`src/rtl/invpin_piso.sv`:
```
// Parallel-in/serial-out cell model whose input pins carry per-pin inversion parameters (INV_*).
// Optional macro INVPIN_PISO_INV_Q_EN adds an INV_Q parameter that inverts the registered Q output.
module invpin_piso #(
    parameter int unsigned      WIDTH    = 4,
    parameter logic [WIDTH-1:0] INV_D    = '0,
    parameter logic             INV_LOAD = 1'b0,
    parameter logic             INV_CE   = 1'b0,
    parameter logic             INV_SI   = 1'b0
`ifdef INVPIN_PISO_INV_Q_EN
    ,
    parameter logic             INV_Q    = 1'b0
`endif
) (
    input  logic                                        clk,
    input  logic                                        rst,
    (* invertible_pin = "INV_D" *)    input  logic [WIDTH-1:0] D,
    (* invertible_pin = "INV_LOAD" *) input  logic             LOAD,
    (* invertible_pin = "INV_CE" *)   input  logic             CE,
    (* invertible_pin = "INV_SI" *)   input  logic             SI,
    output logic                                        READY,
`ifdef INVPIN_PISO_INV_Q_EN
    (* invertible_pin = "INV_Q" *)    output logic             Q,
`else
    output logic                                        Q,
`endif
    output logic                                        LAST
);

    localparam int unsigned CNT_W = (WIDTH <= 2) ? 1 : $clog2(WIDTH);

`ifdef INVPIN_PISO_INV_Q_EN
    localparam logic Q_POL = INV_Q;
`else
    localparam logic Q_POL = 1'b0;
`endif

    typedef enum logic {
        IDLE  = 1'b0,
        SHIFT = 1'b1
    } state_t;

    state_t             state;
    logic [WIDTH-1:0]   shreg;
    logic [CNT_W-1:0]   cnt;

    // Absorbed inverters: every decision below uses only these effective values.
    logic [WIDTH-1:0]   d_e;
    logic               ld_e;
    logic               ce_e;
    logic               si_e;

    assign d_e  = D ^ INV_D;
    assign ld_e = LOAD ^ INV_LOAD;
    assign ce_e = CE ^ INV_CE;
    assign si_e = SI ^ INV_SI;

    // READY is a pure state decode so it rises as soon as reset forces IDLE.
    assign READY = (state == IDLE);

    always_ff @(posedge clk or posedge rst) begin
        if (rst) begin
            state <= IDLE;
            shreg <= '0;
            cnt   <= '0;
            Q     <= Q_POL;
            LAST  <= 1'b0;
        end else begin
            case (state)
                IDLE: begin
                    if (ld_e) begin
                        shreg <= d_e;
                        cnt   <= CNT_W'(WIDTH - 1);
                        LAST  <= 1'b0;
                        state <= SHIFT;
                    end
                end
                SHIFT: begin
                    if (ce_e) begin
                        Q     <= shreg[0] ^ Q_POL;
                        shreg <= {si_e, shreg[WIDTH-1:1]};
                        LAST  <= (cnt == '0);
                        if (cnt == '0) begin
                            state <= IDLE;
                        end else begin
                            cnt <= cnt - CNT_W'(1);
                        end
                    end
                end
                default: state <= IDLE;
            endcase
        end
    end

endmodule
```
`config.mk`:
```
export PLATFORM = sky130hd
export DESIGN_NAME = invpin_piso
export DESIGN_NICKNAME = d
export VERILOG_FILES = /design/src/rtl/invpin_piso.sv
export SDC_FILE = /design/constraint.sdc
export NUM_CORES = 1
export LEC_CHECK = 0
export ABC_AREA = 1
export CAP_MARGIN = 20
export CORE_AREA = 4 4 41 43
export CTS_BUF_LIST = sky130_fd_sc_hd__clkbuf_8
export DETAILED_ROUTE_END_ITERATION = 10
export DIE_AREA = 0 0 45 47
export GPL_TIMING_DRIVEN = 0
export PLACE_DENSITY = 0.72
export SLEW_MARGIN = 40
export SYNTH_ARGS = -nofsm -noshare
export SYNTH_HDL_FRONTEND = slang
export SYNTH_SLANG_ARGS = --single-unit
export TNS_END_PERCENT = 20
```
`constraint.sdc`:
```
create_clock -name clk -period 2.8 [get_ports clk]
set_clock_uncertainty 0.2 [all_clocks]
set_input_delay 0.56 -clock clk [delete_from_list [all_inputs] [get_ports clk]]
set_output_delay 0.56 -clock clk [all_outputs]
set_load 0.03 [all_outputs]
```
==> out/qor.txt <==
FF-to-FF path depth - 7
Area after detailed placement - 634.4 sq um
Synthesized flop and latch total - 9
DR WL/cell - 10.34 um
Top cells by area, synth - dfrtp_1 45%, nand2_1 22%, nand2_8 7.9%
Largest area contributor in the netlist - dfrtp_1
Vias in the first global route - 390
Port bufs - 11
Synth-to-Final Area Change - 34.41%
Die W - 45 um
Maximum vdd drop - 0.5462 mV
Commonest cells in the netlist - 30 x nand2_1, 9 x dfrtp_1, 6 x nand3_1
Clock buffer depth - 2
Routed Antenna Nets - 0
CP Launch Type - flop
Worst-Margin Slew - 0.3440 ns
Worst hold slack - 0.2790 ns
CP Max Fanout - 9
First-pass GRT wire length - 1621 um
Final Max Tran Viols - 0
Status - complete, no violations
Mapped Area - 505.5 sq um
Post-cts resize count - 0
Leak - 0.3558 nW
# rows - 13
DR DRC count - 0
Core Util, Final - 52.21%
Worst Hold Class - reg -> reg
Total wire length - 931 um
Synth Warn # - 0
Power Density - 1112 nW/um^2
Count leader, synth - nand2_1
Starting DRT DRC Count - 5
RSZ-0062 raised after global routing - false
Fin crit period - 2.263 ns
Hold-fix buffers, CTS - 0
Post-CTS setup buffer count - 0
Tcrit/Tclk final - 80.82%
WHS Path Cells - 2
Vias - 413
Area of the multi-input gates - 236.5 sq um
Reg area - 225.2 sq um
Synthesized area per cell - 8.425 sq um
Via/cell ratio - 4.589
Ratio of cells with drive above 1 in the final layout - 16.00%
H-tree lvl count - 1
Async set-reset flop share out of synthesis - 100.0%
Clk sinks - 9
TritonRoute pass-1 iters - 4
Full die area - 2115 sq um
Root buf cell - clkbuf_8
Achievable frequency - 0.4419 GHz
Setup crit end kind - output pin
Worst skew pair latency - 0.23 ns
CP required - 2.04 ns
Synth Instances - 60
Final hold vios - 0
Die H - 47 um
Post-synth EDFFs - 0
Design Power - 755.8 uW
Num CTS Buffers - 3
Largest net degree at the start of global routing - 10
IO Pins - 12
CTS tree - built
CP arrival - 1.50 ns
Max-cap violations - 0
Final instance area - 679.4 sq um
Post-synth top area share - 44.55%
Starting Density - 38.85%
Routability Congestion - 0.7044
Final setup viols - 0
CORE AREA - 1301 sq um
Post-synth top flop - dfrtp_1
Initial antenna violation count - 0
Syn_nets - 70
GR Overflow Total - 0
Setup_tns - 0 ns
Global Route Usage Sum - 11.25%
Library cells used by synthesis - 13
FILL cells - 142
Antenna cell count - 0
Nets@finish - 86
Seq/Total Area, Yosys - 44.55%
Relative slew slack - 77.04%
CP Class - reg -> out
Clk slew on worst S/H paths - 0.04 ns
## cell usage in the layout (no fill, tap or decap)
cell type	synthesis	final
buf_6	1	1
clkbuf_8	0	3
clkdlybuf4s50_1	0	11
dfrtp_1	9	9
ha_1	1	1
inv_1	4	5
inv_4	1	1
inv_8	1	1
nand2_1	30	30
nand2_2	2	2
nand2_4	1	1
nand2_8	2	2
nand3_1	6	6
nand3_2	1	1
o21a_1	1	1
## flip-flops by register name (all words and copies together), names as in the netlist
signal  cells
LAST        1
shreg       4
Q           1
cnt         2
state       1
## power by group
part	internal [mW]	total, mW	leakage [nW]	switching, mW
Clock	0.0954	0.146	0.0269	0.0509
Sequential	0.191	0.219	0.111	0.0280
Combinational	0.155	0.390	0.218	0.236
Total	0.441	0.756	0.356	0.315
## layer usage
layer | track usage [%] | routed length (um) | up-vias
li1 | - | - | 217
met1 | 14.52 | 456 | 179
met2 | 16.10 | 384 | 13
met3 | 3.831 | 75 | 4
met4 | 7.018 | 14 | 0
met5 | 0 | 0 | -
## final timing paths
kind	from	to	slack, ns
worst max-delay path	state$_DFF_PP0_	READY	0.54
worst min-delay path	cnt[0]$_DFFE_PP0P_	cnt[0]$_DFFE_PP0P_	0.28
worst max register to register	cnt[0]$_DFFE_PP0P_	cnt[0]$_DFFE_PP0P_	1.56
worst min register to register	cnt[0]$_DFFE_PP0P_	cnt[0]$_DFFE_PP0P_	0.28
max in group asynchronous	rst	shreg[2]$_DFFE_PP0P_	1.76
min in group asynchronous	rst	cnt[0]$_DFFE_PP0P_	0.39
## cell families after synthesis
logic type / Yosys count / synth area share [%]
fa+ha+maj: 1 / 2.475
compound gates: 1 / 1.486
simple gates: 42 / 42.82
buf+inv: 7 / 8.663
flops: 9 / 44.56
## stage by stage
step | setup slack, ns | std cells
2_1_floorplan | 1.443 | 60
3_3_place_gp | 0.7847 | 86
3_5_place_dp | 0.7756 | 86
4_1_cts | 0.5269 | 90
5_1_grt | 0.4779 | 90
6_report | 0.5372 | 90
## critical path, stage by stage, from the launching register on
cell and delay [ns]:
dfrtp_1 0.37, buf_6 0.16, inv_8 0.08, clkdlybuf4s50_1 0.66
## area by class of cell
type / instances / share of cell area [%]
plain buffers: 1 / 1.657
clock inverters: 1 / 0.5525
inverters: 6 / 4.788
repair buffers: 11 / 16.21
multi-input cells: 44 / 34.81
clock buffers: 3 / 6.077
flip-flops and latches: 9 / 33.15
well taps: 15 / 2.762
Power figures use the tool's default switching activity.
